### src/rtl/instr_fetch.sv
// Fetch stage: holds the PC, runs the req/ack read into instruction memory,
// presents the captured word to Control and resolves the next PC on commit.
module instr_fetch #(
  parameter logic [31:0] RESET_PC = 32'h0000_0000
) (
  input  logic        clk,
  input  logic        reset,
  output logic        imem_req,
  output logic [31:0] imem_addr,
  input  logic        imem_ack,
  input  logic [31:0] imem_rdata,
  output logic        inst_valid,
  output logic [31:0] Instruction,
  output logic [5:0]  OpCode,
  output logic [5:0]  Funct,
  output logic [31:0] PC,
  output logic [31:0] PC_plus_4,
  input  logic        commit,
  input  logic [1:0]  PCSrc,
  input  logic        Branch,
  input  logic        Zero,
  input  logic [31:0] jr_target,
  output logic        align_err
);

  typedef enum logic [1:0] {IDLE, FETCH, HOLD} state_t;

  state_t state, nextState;

  logic fetchDone;
  logic retire;
  logic jrMisaligned;

  function automatic logic [31:0] nextPc(
    input logic [1:0]  src,
    input logic        br,
    input logic        zr,
    input logic [31:0] pcPlus4,
    input logic [31:0] inst,
    input logic [31:0] jrTarget
  );
    logic signed [31:0] branchOff;
    branchOff = {{14{inst[15]}}, inst[15:0], 2'b00};
    case (src)
      2'b10:   nextPc = {jrTarget[31:2], 2'b00};
      2'b01:   nextPc = {pcPlus4[31:28], inst[25:0], 2'b00};
      2'b00:   nextPc = (br && zr) ? pcPlus4 + $unsigned(branchOff) : pcPlus4;
      default: nextPc = pcPlus4;
    endcase
  endfunction

  assign fetchDone    = (state == FETCH) && imem_ack;
  assign retire       = (state == HOLD) && commit;
  assign jrMisaligned = (PCSrc == 2'b10) && (jr_target[1:0] != 2'b00);

  always_ff @(posedge clk) begin
    if (reset) begin
      state <= IDLE;
    end else begin
      state <= nextState;
    end
  end

  always_comb begin
    nextState = state;
    case (state)
      IDLE:    nextState = FETCH;
      FETCH:   if (imem_ack) nextState = HOLD;
      HOLD:    if (commit) nextState = FETCH;
      default: nextState = IDLE;
    endcase
  end

  always_comb begin
    imem_req   = (state == FETCH);
    inst_valid = (state == HOLD);
  end

  // Reset also clears Instruction so an ack landing on the reset edge is dropped.
  always_ff @(posedge clk) begin
    if (reset) begin
      PC          <= RESET_PC;
      Instruction <= 32'h0000_0000;
      align_err   <= 1'b0;
    end else begin
      if (fetchDone) begin
        Instruction <= imem_rdata;
      end
      if (retire) begin
        PC <= nextPc(PCSrc, Branch, Zero, PC_plus_4, Instruction, jr_target);
        if (jrMisaligned) begin
          align_err <= 1'b1;
        end
      end
    end
  end

  assign imem_addr = {PC[31:2], 2'b00};
  assign PC_plus_4 = PC + 32'd4;
  assign OpCode    = Instruction[31:26];
  assign Funct     = Instruction[5:0];

endmodule

### config.mk
export PLATFORM = sky130hd
export DESIGN_NAME = instr_fetch
export DESIGN_NICKNAME = d
export VERILOG_FILES = /design/src/rtl/instr_fetch.sv
export SDC_FILE = /design/constraint.sdc
export NUM_CORES = 1
export LEC_CHECK = 0
export CAP_MARGIN = 20
export CORE_ASPECT_RATIO = 2
export CORE_MARGIN = 5
export CORE_UTILIZATION = 46
export CTS_CLUSTER_DIAMETER = 80
export DETAILED_ROUTE_END_ITERATION = 10
export PLACE_DENSITY = 0.83
export SETUP_SLACK_MARGIN = 0.15
export SYNTH_ARGS = -nofsm -noshare
export SYNTH_HDL_FRONTEND = slang
export SYNTH_SLANG_ARGS = --single-unit
### constraint.sdc
create_clock -name clk -period 3.89 [get_ports clk]
set_input_delay 0.5835 -clock clk [delete_from_list [all_inputs] [get_ports clk]]
set_output_delay 0.5835 -clock clk [all_outputs]
set_load 0.02 [all_outputs]
[Word level (Yosys, flattened, before mapping)]
Cells that the tools add are included.
Storage, ports and cells
  input bits: 72
  register bits: 67
Cells by class
  reductions and logical operators: 9
  equality and inequality tests: 6
  multiplexer cells: 5
  $add $sub $neg: 2
Operators by type and width (count)
  case mux 32 bit (3 select lines): 1
  adder 32 x 3 -> 32 bit (second input constant): 1
  adder 32 bit: 1
  two-way mux 32 bit: 1
  case mux 2 bit (3 select lines): 1
  equality test 2 x 1 -> 1 bit (second input constant): 2
  equality test 2 bit (second input constant): 2
  logical AND 1 bit: 4
  logical NOT 2 bit: 2
  two-way mux 2 bit: 2
  != test 2 x 1 -> 1 bit (second input constant): 2
  AND reduction 2 bit: 2
  nonzero test 2 bit: 1

[Longest topological paths before layout]
Gate-level depths: netlist (run 1).
  depth in word-level cells: 4
  depth in mapped cells: 16

[Worst setup path before layout (run 1)]
OpenSTA, ideal clock, no wires.
  path type: register to register
  start: reg PC[4]
  end: reg PC[18]
  data required time: 3.773 ns
  path slack: 0.064 ns
  path buffers: 0
  stages on the path, launching flop included: 16
  arrival time: 3.709 ns
  clock period less this slack: 3.826 ns
  cells stage by stage: dfxtp_1 > and4_4 > nand4_4 > nor2_1 > nand3_1 > xnor2_1 > ha_1 > a21oi_1 > o21a_1 > nand2_1 > o21ai_1 > o21a_1 > xor2_1 > o22ai_1 > a22o_1 > a22o_1
On the way
  longest elaborated chain between the ends: 4
Ends and longest elaborated chain
  start: declaration: line 16  | output logic [31:0] PC,
  start signal: assignment: line 90  | PC <= nextPc(PCSrc, Branch, Zero, PC_plus_4, Instruction, jr_target);
  adder 32 x 3 -> 32 bit: line 99  | assign PC_plus_4 = PC + 32'd4;
  via PC_plus_4[13]: line 17  | output logic [31:0] PC_plus_4,
  adder 32 bit: line 47  | 2'b00: nextPc = (br && zr) ? pcPlus4 + $unsigned(branchOff) : pcPlus4;
  two-way mux 32 bit: line 47
  case mux 32 bit (3 select lines): line 44  | case (src)
The timed path passes the listed nets, and every way through them passes these cells.
A chain may end at the register's enable or synchronous reset.

[Worst setup path in the final report (run 1)]
  start: reg PC[7]
  end: reg PC[31]
On the way
  longest elaborated chain between the ends: 4
Ends and longest elaborated chain (line)
  adder 32 x 3 -> 32 bit (*): 99
  adder 32 bit: 47
  two-way mux 32 bit: 47
  case mux 32 bit (3 select lines) (*): 44
Mark *: on every way between the ends. The rest lies on a longest branch, timed or not.

==> impl_metrics.ini, run 1 <==
[worst_setup_path]
crit_chain = and4_4, nand4_4, nor4_4, buf_4, nand3_1, xnor2_1, ha_1, nand2_1, o211ai_1, o2111ai_1, nand2_1, o311a_1, a21o_1, a311oi_1
reg2reg_slack_ns = 0.24
critPathLaunchType = flop
ff2ff_path_depth = 14
critical_path_class = reg2reg
critPathBufInv = 1
reg2reg_to = PC[31]
r2r-start = PC[7]
cp.required_ns = 4.15
end_kind = flop
cp_common_cell = nand2_1
critPathMaxFanout = 7
slowest_delay_ns = 0.40
slowest_stage = ha_1
critPathTopFamily = simple AND/OR/NAND/NOR gates
arrival_ns = 3.90

[min_path]
whs_endpoint = align_err
min_from = align_err
whs_path_depth = 2
hp-class = reg2reg

[logic_synthesis]
avgSynthCellArea_um2 = 7.13
synthFlopType = dfxtp_1
synth_top_area_cell = dfxtp_1
ys_seq_area_share_pct = 22.4
yosysUniqueCellTypes = 70
async_flop_share_pct = 0
synth.area.top_cells = dfxtp_1 (22%), nand2_1 (8.9%), a21oi_1 (8.8%)
synth_compound_area_share_pct = 26.5
synth_adder_area_share_pct = 7.89
ys_seq_elements = 65
synth_cells = 814
synth_edf_count = 0
yosysTopAreaCellShare_pct = 22.4
synth.area.mux_share_pct = 1.10
synth_xor_area_share_pct = 7.07
syn-cell-area_um2 = 5800
synth_top_family_by_area = compound AO/OA/AOI/OAI gates
yosys_warnings = 0
synth-simple-area-share_pct = 25.0

[drt]
drtIter0Drc = 470
drc = 0
viasPerCell = 6.07
ant_nets = 0
via_count = 7089
drt_pass1_iterations = 5
wl_per_cell_um = 22.0
wl_um = 25700

[placed_design]
gp_congestion = 1.10
place_area_um2 = 8000
dp_hpwl_um = 19600
numPortBuffers = 208

[sta]
worst_pin_slew_ns = 0.859
final.setup.tns_ns = 0
finalCritPeriodShare_pct = 93.8
min_period_ns = 3.65
setup_violations = 0
rsz0062_at_grt = true
max_freq_mhz = 274
hold_violations = 0
slew_headroom_pct = 42.5
fin_skew_ns = 0.00951
report.final.slew_viol_count = 0

[global_routing]
grt_pass1_vias = 7033
grt_overflow_total = 0
grt_pass1_wl_um = 37600
antenna_found_initial = 0
track_usage_pct = 33.6
grt_max_degree = 60

[power_and_ir_drop]
p_per_area_nw_per_um2 = 236
power_leakage_nw = 3.48
p_sw_share_pct = 30.5
seqPwrFrac_pct = 35.7
clkPwrFrac_pct = 39.4
ir_drop_v = 0.000220
power.internal_mw = 1.40
combPwrFrac_pct = 24.9
p_sw_mw = 0.615

[clock_tree]
clk_pin_slew_ns = 0.06
cts_made_buffers = 9
cts_tree = built
clk_latency_ns = 0.35
cts_root_buf = clkbuf_16
cts_sinks = 65
clockBufferDepth = 2
h-tree-depth = 3
hold_buffers = 0

[run]
drv_cap = 0

[finish]
diodes = 0
finalNetCount = 1121
fin_area_um2 = 8560
regArea_um2 = 1310
area_delta_synth_final_pct = 47.6
nFillCells = 1038
drive_gt1_share_pct = 12.5
multiInputGateArea_um2 = 4170

[floorplan]
core_um2 = 12500
num_rows = 58
die_x_um = 89.4
pin_count = 215
die-area_um2 = 15100
die_h_um = 169
start_util_pct = 46.5

[outcome]
status = finished clean
[per-layer routing]
metal | global-route usage [%] | share of wire (%) | vias to the layer above
li1 | - | - | 3236
met1 | 30.1 | 30 | 3277
met2 | 58.3 | 52 | 405
met3 | 8.77 | 7.6 | 171
met4 | 30.0 | 11 | 0
met5 | 0 | 0 | -
[layout by cell type (no fill, tap or decap), types with 5 or more instances in the layout]
cell type          n
xnor2_1           16
dfxtp_1           61
and2_1             8
conb_1             6
xor2_1            18
a21o_1            14
o221ai_1           7
o211ai_1           5
inv_1             18
nor2_1            74
a21oi_1          100
o21a_1             8
nand2_1          137
a22oi_1            5
o22ai_1            6
xnor2_2            7
a211oi_1           9
clkbuf_16          9
a221oi_1           5
nand4_1            7
buf_4             60
nor2b_1           12
and3_1             8
nand3_1           23
ha_1              34
nor3_1            16
clkdlybuf4s50_1  206
o21ai_0           29
[Yosys cell counts, types with 7 or more instances]
master	count
clkbuf_1	31
nand3_1	24
ha_1	35
a21o_1	14
dfxtp_1	65
o31ai_1	7
and2_1	8
o221ai_1	7
and3_1	8
nor2_1	77
a21oi_1	102
o21ai_0	29
nand2_1	137
nor3_1	19
nor2b_1	12
inv_1	18
nand4_1	7
o21a_1	8
xor2_1	22
buf_4	48
a211oi_1	9
xnor2_1	23
o22ai_1	7
[sequential cells by signal, indices dropped and copies added (netlist names)]
signal and flops:
Instruction 32, PC 30, state 2, align_err 1
[cell families (layout without fill, tap and decap cells)]
kind of cell | after synthesis | in the layout
and+or+nand+nor | 315 | 315
AOI/OAI and AO/OA | 242 | 242
buffers and inverters | 104 | 302
DFF | 65 | 65
xor gates and xnor gates | 46 | 46
adders and majority gates | 36 | 36
muxes | 5 | 5
other | 1 | 6
[stage by stage]
stage                     util, %  std cells  setup WS, ns  total power [mW]  hold slack, ns
after floorplan                 -        819         0.210             0.990           0.505
after global placement       63.9       1142         0.132              1.21           0.448
after detailed placement     64.1       1143        0.0708              1.22           0.460
after CTS                    66.5       1158         0.124              2.01           0.471
after global routing         68.6       1167        0.0703              2.08           0.497
final                        68.6       1167         0.242              2.02           0.469
[power by group through the flow]
stage               logic (mW)  registers, mW  clock network (mW)
floorplan                0.234          0.756                   0
global placement         0.479          0.734                   0
detailed placement       0.486          0.735                   0
CTS                      0.490          0.720               0.798
global route             0.533          0.724               0.826
finish                   0.503          0.721               0.796
[worst min-delay path, stage by stage, from the launching register on]
cell     delay, ns
dfxtp_1       0.32
a21oi_1       0.04
nor2_1        0.07
[how the worst max path moves through the flow]
stage | from | to | slack [ns] | cells after the start
after CTS | PC[5] | PC[26] | 0.12 | 15
after global routing | PC[5] | PC[27] | 0.07 | 15
final | PC[7] | PC[31] | 0.24 | 14
after floorplan | PC[4] | PC[18] | 0.21 | 15
after global placement | PC[5] | PC[26] | 0.13 | 15
after detailed placement | PC[5] | PC[26] | 0.07 | 14
[layout make-up]
class	instances	area share [%]
multi-input cells	650	48.7
well taps	150	2.19
inverters	18	0.789
clock buffers	11	2.72
clock inverters	4	0.526
repair buffers	269	29.8
flip-flops and latches	65	15.3
[repair_timing]
| action | CTS | global route |
|---|---|---|
| pin swaps | 0 | 13 |
| gates resized for setup | 4 | 37 |
| setup endpoints to repair | 3 | 15 |
| hold endpoints to repair | 0 | 0 |
| setup buffers | 0 | 9 |
Power figures use the tool's default switching activity.
==> inputs of run 2 (changes only) <==
--- a/config.mk
+++ b/config.mk
@@ -6,12 +6,11 @@
 export NUM_CORES = 1
 export LEC_CHECK = 0
 export CAP_MARGIN = 20
-export CORE_ASPECT_RATIO = 2
 export CORE_MARGIN = 5
-export CORE_UTILIZATION = 46
+export CORE_UTILIZATION = 41
 export CTS_CLUSTER_DIAMETER = 80
 export DETAILED_ROUTE_END_ITERATION = 10
-export PLACE_DENSITY = 0.83
+export PLACE_DENSITY = 0.78
 export SETUP_SLACK_MARGIN = 0.15
 export SYNTH_ARGS = -nofsm -noshare
 export SYNTH_HDL_FRONTEND = slang
==> constraint.sdc (replaced) <==
create_clock -name clk -period 2.94 [get_ports clk]
set_input_delay 0.441 -clock clk [delete_from_list [all_inputs] [get_ports clk]]
set_output_delay 0.441 -clock clk [all_outputs]
set_load 0.02 [all_outputs]
==> run 2 against run 1 <==
  * Combinational power rose by 59%
  * Clock power is 42% higher
  * Highest routed layer unchanged
  * Total power increased by 42%
  * The run now ends with negative setup slack left
  * First-iteration DRC count up 110%
  * Worst setup slack got worse by 0.80 ns
  * Die area rose by 10%
  * Critical path depth up 3
  * Critical path type unchanged
==> impl_metrics.ini, run 2 (same netlist as run 1, synthesis figures left out) <==
[outcome]
status = finished with violations
violations = negative setup slack

[worst_setup_path]
slowest_stage = dfxtp_4
end_kind = flop
r2r-start = PC[6]
crit_chain = and4_4, nand4_4, buf_6, nor3_2, buf_4, nand2_2, xnor2_4, ha_2, a21o_1, a21o_1, a21oi_2, nor2b_2, o31ai_2, nand2_1, o221ai_2, xor2_1, a22oi_1
slowest_delay_ns = 0.35
crit_path_start = PC[6]
critical_path_class = reg2reg
cp_common_cell = a21o_1
critPathLaunchType = flop
arrival_ns = 3.71
critPathMaxFanout = 4
cp.required_ns = 3.15

[sta]
rsz0062_at_grt = true
fin_skew_ns = 0.0133
max_freq_mhz = 286
final.setup.tns_ns = -5.68
setup_violations = 21
finalCritPeriodShare_pct = 119
worst_pin_slew_ns = 0.679
hold_violations = 0
setup_slack_ns = -0.562
min_period_ns = 3.50
slew_headroom_pct = 54.8
report.final.slew_viol_count = 0

[clock_tree]
clockBufferDepth = 2
cts_made_buffers = 9
cts_sinks = 65
cts_tree = built
cts_root_buf = clkbuf_16
clk_latency_ns = 0.35
h-tree-depth = 3
clk_pin_slew_ns = 0.07

[global_routing]
grt_max_degree = 40
track_usage_pct = 30.5
grt_overflow_total = 0
grt_pass1_wl_um = 39600
antenna_found_initial = 0
grt_pass1_vias = 7366

[finish]
top_regs = Instruction (32), PC (30), state (2)
finalNetCount = 1274
area_delta_synth_final_pct = 84.4
drive_gt1_share_pct = 35.4
fin_util_pct = 77.1
final_cells = 1350
max_flop_register = Instruction
layout_common_cells = buf_4 (190), clkdlybuf4s50_1 (183), nand2_1 (122), a21oi_1 (85), nor2_1 (71)
final_common_cell = buf_4
largest_reg_flops = 32
diodes = 0

[power_and_ir_drop]
p_sw_share_pct = 32.0
seqPwrFrac_pct = 32.8
power.internal_mw = 1.95
p_sw_mw = 0.921
combPwrFrac_pct = 27.8
power_leakage_nw = 4.59
clkPwrFrac_pct = 39.3
power_mw = 2.87
ir_drop_v = 0.000290
p_per_area_nw_per_um2 = 268

[placed_design]
pre_cts_ws_ns = -0.376
numPortBuffers = 208
dp.cells = 1296
gp_congestion = 0.984
dp_hpwl_um = 19100

[floorplan]
die_x_um = 129
pin_count = 215
core_um2 = 13900
start_util_pct = 41.8
num_rows = 43
die_h_um = 129
die-area_um2 = 16600

[drt]
drc = 0
ant_nets = 0
wl_um = 29200
drt_pass1_iterations = 6
viasPerCell = 5.95
via_count = 8033
wl_per_cell_um = 21.7
drtIter0Drc = 1004

[run]
drv_cap = 0

[min_path]
hp-class = reg2reg
min_from = Instruction[31]
-- run 2: cell types whose count changed in the layout (fill, tap and decap cells not counted), sizes merged --
cell / previous run / this run
buf: 63 / 225
bufinv: 1 / 0
clkbuf: 11 / 15
clkdlybuf4s15: 0 / 2
clkdlybuf4s50: 206 / 183
clkinv: 3 / 1
clkinvlp: 0 / 1
dlygate4sd2: 0 / 5
dlymetal6s2s: 0 / 4
inv: 18 / 19
-- run 2: layer usage --
metal / wire length, um / GRT usage [%] / vias to the layer above
met5: 0 / 0 / -
met4: 1440 / 11.6 / 0
met3: 3430 / 7.56 / 126
met2: 13200 / 48.5 / 574
met1: 11100 / 39.9 / 3788
li1: - / - / 3545
-- run 2: repair_timing --
action / in CTS / in global routing
setup buffers: 21 / 18
resized for setup: 126 / 101
endpoints found under the setup margin: 40 / 38
hold buffers: 0 / 0
pin swaps: 54 / 71
-- run 2: worst max-delay path: cells and delay by family, from the launching register on --
kind | cells | cell delay [ns]
simple gates | 6 | 0.81
flops | 1 | 0.35
buf+inv | 2 | 0.35
compound gates | 6 | 1.23
xor+xnor | 2 | 0.42
fa+ha+maj | 1 | 0.19
-- run 2: final timing paths --
check	end	slack (ns)	cells past startpoint
max reg2reg	PC[30]	-0.56	17
max	PC[30]	-0.56	17
min	Instruction[31]	0.47	2
min reg2reg	Instruction[31]	0.47	2
-- run 2: cell type report --
type	count	area, um2
Sequential cell	65	1340
Tap cell	180	225
Timing Repair Buffer	422	3770
Clock inverter	3	21.3
Inverter	18	67.6
Multi-Input combinational cell	650	5010
Fill cell	921	3180
Clock buffer	12	278
-- run 2: stage by stage --
step / hold slack (ns) / area [um2]
final: 0.475 / 10700
after global routing: 0.494 / 10700
after CTS: 0.476 / 10100
after detailed placement: 0.467 / 9250
after global placement: 0.458 / 9250
after floorplan: 0.505 / 6140
-- run 2: power by group through the flow --
| stage | clock (mW) | combinational (mW) | sequential [mW] |
|---|---|---|---|
| after global routing | 1.15 | 0.843 | 0.946 |
| after detailed placement | 0 | 0.712 | 0.957 |
| after floorplan | 0 | 0.320 | 1.00 |
| final | 1.13 | 0.800 | 0.944 |
| after global placement | 0 | 0.706 | 0.957 |
| after CTS | 1.12 | 0.748 | 0.940 |
==> inputs of run 3 (changes only) <==
--- a/config.mk
+++ b/config.mk
@@ -6,10 +6,11 @@
 export NUM_CORES = 1
 export LEC_CHECK = 0
 export CAP_MARGIN = 20
-export CORE_MARGIN = 5
+export CORE_MARGIN = 10
 export CORE_UTILIZATION = 41
 export CTS_CLUSTER_DIAMETER = 80
 export DETAILED_ROUTE_END_ITERATION = 10
+export GPL_TIMING_DRIVEN = 1
 export PLACE_DENSITY = 0.78
 export SETUP_SLACK_MARGIN = 0.15
 export SYNTH_ARGS = -nofsm -noshare
==> run 3 against run 2 <==
  * The flow still finishes with violations (negative setup slack)
  * Highest routed layer unchanged
  * Clock power hardly changed
  * Utilization fell by 4.1 points
  * Largest cell class unchanged
  * Register-to-register slack improved by 0.17 ns
  * Via count is 4.9% lower
==> impl_metrics.ini, run 3 (same netlist as run 1, synthesis figures left out) <==
[clock_tree]
cts_sinks = 65
hold_buffers = 0
clk_latency_ns = 0.35
cts_tree = built
h-tree-depth = 3
cts_made_buffers = 9
clockBufferDepth = 2
clk_pin_slew_ns = 0.07
cts_root_buf = clkbuf_16

[global_routing]
grt_overflow_total = 0
grt_pass1_vias = 7348
grt_max_degree = 59
grt_pass1_wl_um = 40900
antenna_found_initial = 0
track_usage_pct = 25.9

[placed_design]
dp_hpwl_um = 20400
gp_congestion = 0.993
numPortBuffers = 208

[outcome]
status = finished with violations
violations = negative setup slack

[finish]
area_delta_synth_final_pct = 74.5
drive_gt1_share_pct = 30.1
max_flop_register = Instruction
diodes = 0
largest_reg_flops = 32
top_regs = Instruction (32), PC (30), state (2)
finalNetCount = 1251
layout_common_cells = clkdlybuf4s50_1 (183), buf_4 (183), nand2_1 (132), a21oi_1 (89), nor2_1 (74)
fin_util_pct = 73.0

[drt]
drc = 0
wl_um = 27300
ant_nets = 0
drt_pass1_iterations = 6
via_count = 7638
drtIter0Drc = 755
wl_per_cell_um = 20.5
viasPerCell = 5.75

[worst_setup_path]
slowest_delay_ns = 0.34
critPathLaunchType = flop
critPathTopFamily = compound AO/OA/AOI/OAI gates
critPathBufInv = 0
cp.required_ns = 3.20
crit_chain = and4_4, nand4_4, nor2_4, nand3_4, xnor2_4, ha_4, a21oi_4, o21a_1, o31ai_4, o21ai_2, o21a_2, o21ai_2, xor2_1, o21ai_1, a2111oi_2
critPathMaxFanout = 5
arrival_ns = 3.59
reg2reg_slack_ns = -0.39
slowest_stage = dfxtp_4
critical_path_class = reg2reg
cp_common_cell = o21ai_2
end_kind = flop

[power_and_ir_drop]
ir_drop_v = 0.000402
p_sw_mw = 0.915
p_per_area_nw_per_um2 = 278
p_sw_share_pct = 32.5
power_mw = 2.81
clkPwrFrac_pct = 39.3
seqPwrFrac_pct = 33.6
power_leakage_nw = 4.38
power.internal_mw = 1.90
combPwrFrac_pct = 27.1

[floorplan]
pin_count = 215
core_um2 = 13900
die_x_um = 139
die-area_um2 = 19300
die_h_um = 139
num_rows = 43
start_util_pct = 41.8

[sta]
finalCritPeriodShare_pct = 113
hold_violations = 0
setup_violations = 18
setup_slack_ns = -0.390
rsz0062_at_grt = true
fin_skew_ns = 0.0124
worst_pin_slew_ns = 0.865
final.setup.tns_ns = -3.97
max_freq_mhz = 300
report.final.slew_viol_count = 0
slew_headroom_pct = 42.3
min_period_ns = 3.33

[run]
drv_cap = 0

[min_path]
hp-class = reg2reg
==> run 3: cell types whose count changed in the layout (fill, tap and decap cells not counted), moves of 4 or more <==
cell             delta
a21oi_1             +4
buf_6              -15
ha_1                +9
clkdlybuf4s15_2     +4
nand2_1            +10
buf_4               -7
nand2_2             -8
nand3_1             +4
ha_4                -7
==> run 3: through the flow <==
step	worst slack, ns	hold slack, ns	instance area, um2	cells
5_1_grt	-0.580	0.491	10100	1328
6_report	-0.390	0.478	10100	1328
4_1_cts	-0.321	0.480	9790	1318
2_1_floorplan	-0.408	0.505	6140	819
3_5_place_dp	-0.409	0.467	9200	1292
3_3_place_gp	-0.315	0.455	9200	1292
==> run 3: final timing paths <==
path	startpoint	endpoint	cells after the start
setup reg to reg	PC[6]	PC[22]	15
hold / removal	Instruction[29]	Instruction[29]	2
hold reg to reg	Instruction[29]	Instruction[29]	2
setup / recovery	PC[6]	PC[22]	15
==> run 3: repair_timing <==
action | CTS | global route
endpoints found under the setup margin | 42 | 42
pin swaps | 37 | 50
setup buffers | 10 | 10
gates resized for setup | 86 | 64
hold endpoints to repair | 0 | 0
==> run 3: power by group through the flow <==
stage / registers [mW] / logic [mW] / clock network (mW)
final: 0.946 / 0.763 / 1.11
after global placement: 0.960 / 0.705 / 0
after global routing: 0.949 / 0.812 / 1.14
after floorplan: 1.00 / 0.320 / 0
after detailed placement: 0.961 / 0.715 / 0
after CTS: 0.943 / 0.730 / 1.11
==> run 3: cell type report <==
type / instances / area (um2)
inverters: 18 / 67.6
multi-input cells: 650 / 4680
clock buffers: 10 / 250
clock inverters: 6 / 45.0
well taps: 180 / 225
fillers: 1040 / 3750
repair buffers: 399 / 3520
flip-flops and latches: 65 / 1340
==> run 3: layer usage <==
metal	global-route usage, %	routed length [um]	up-vias	share of wire [%]
li1	-	-	3514	-
met1	32.3	11000	3590	40
met2	40.9	12400	468	46
met3	8.25	3070	66	11
met4	8.90	794	0	2.9
met5	0	0	-	0
==> run 3: worst min-delay path, delay by kind of cell (launching register included) <==
family	cells	cell delay [ns]
AND/OR/NAND/NOR	1	0.06
flip-flops	1	0.32
AO/OA/AOI/OAI	1	0.05
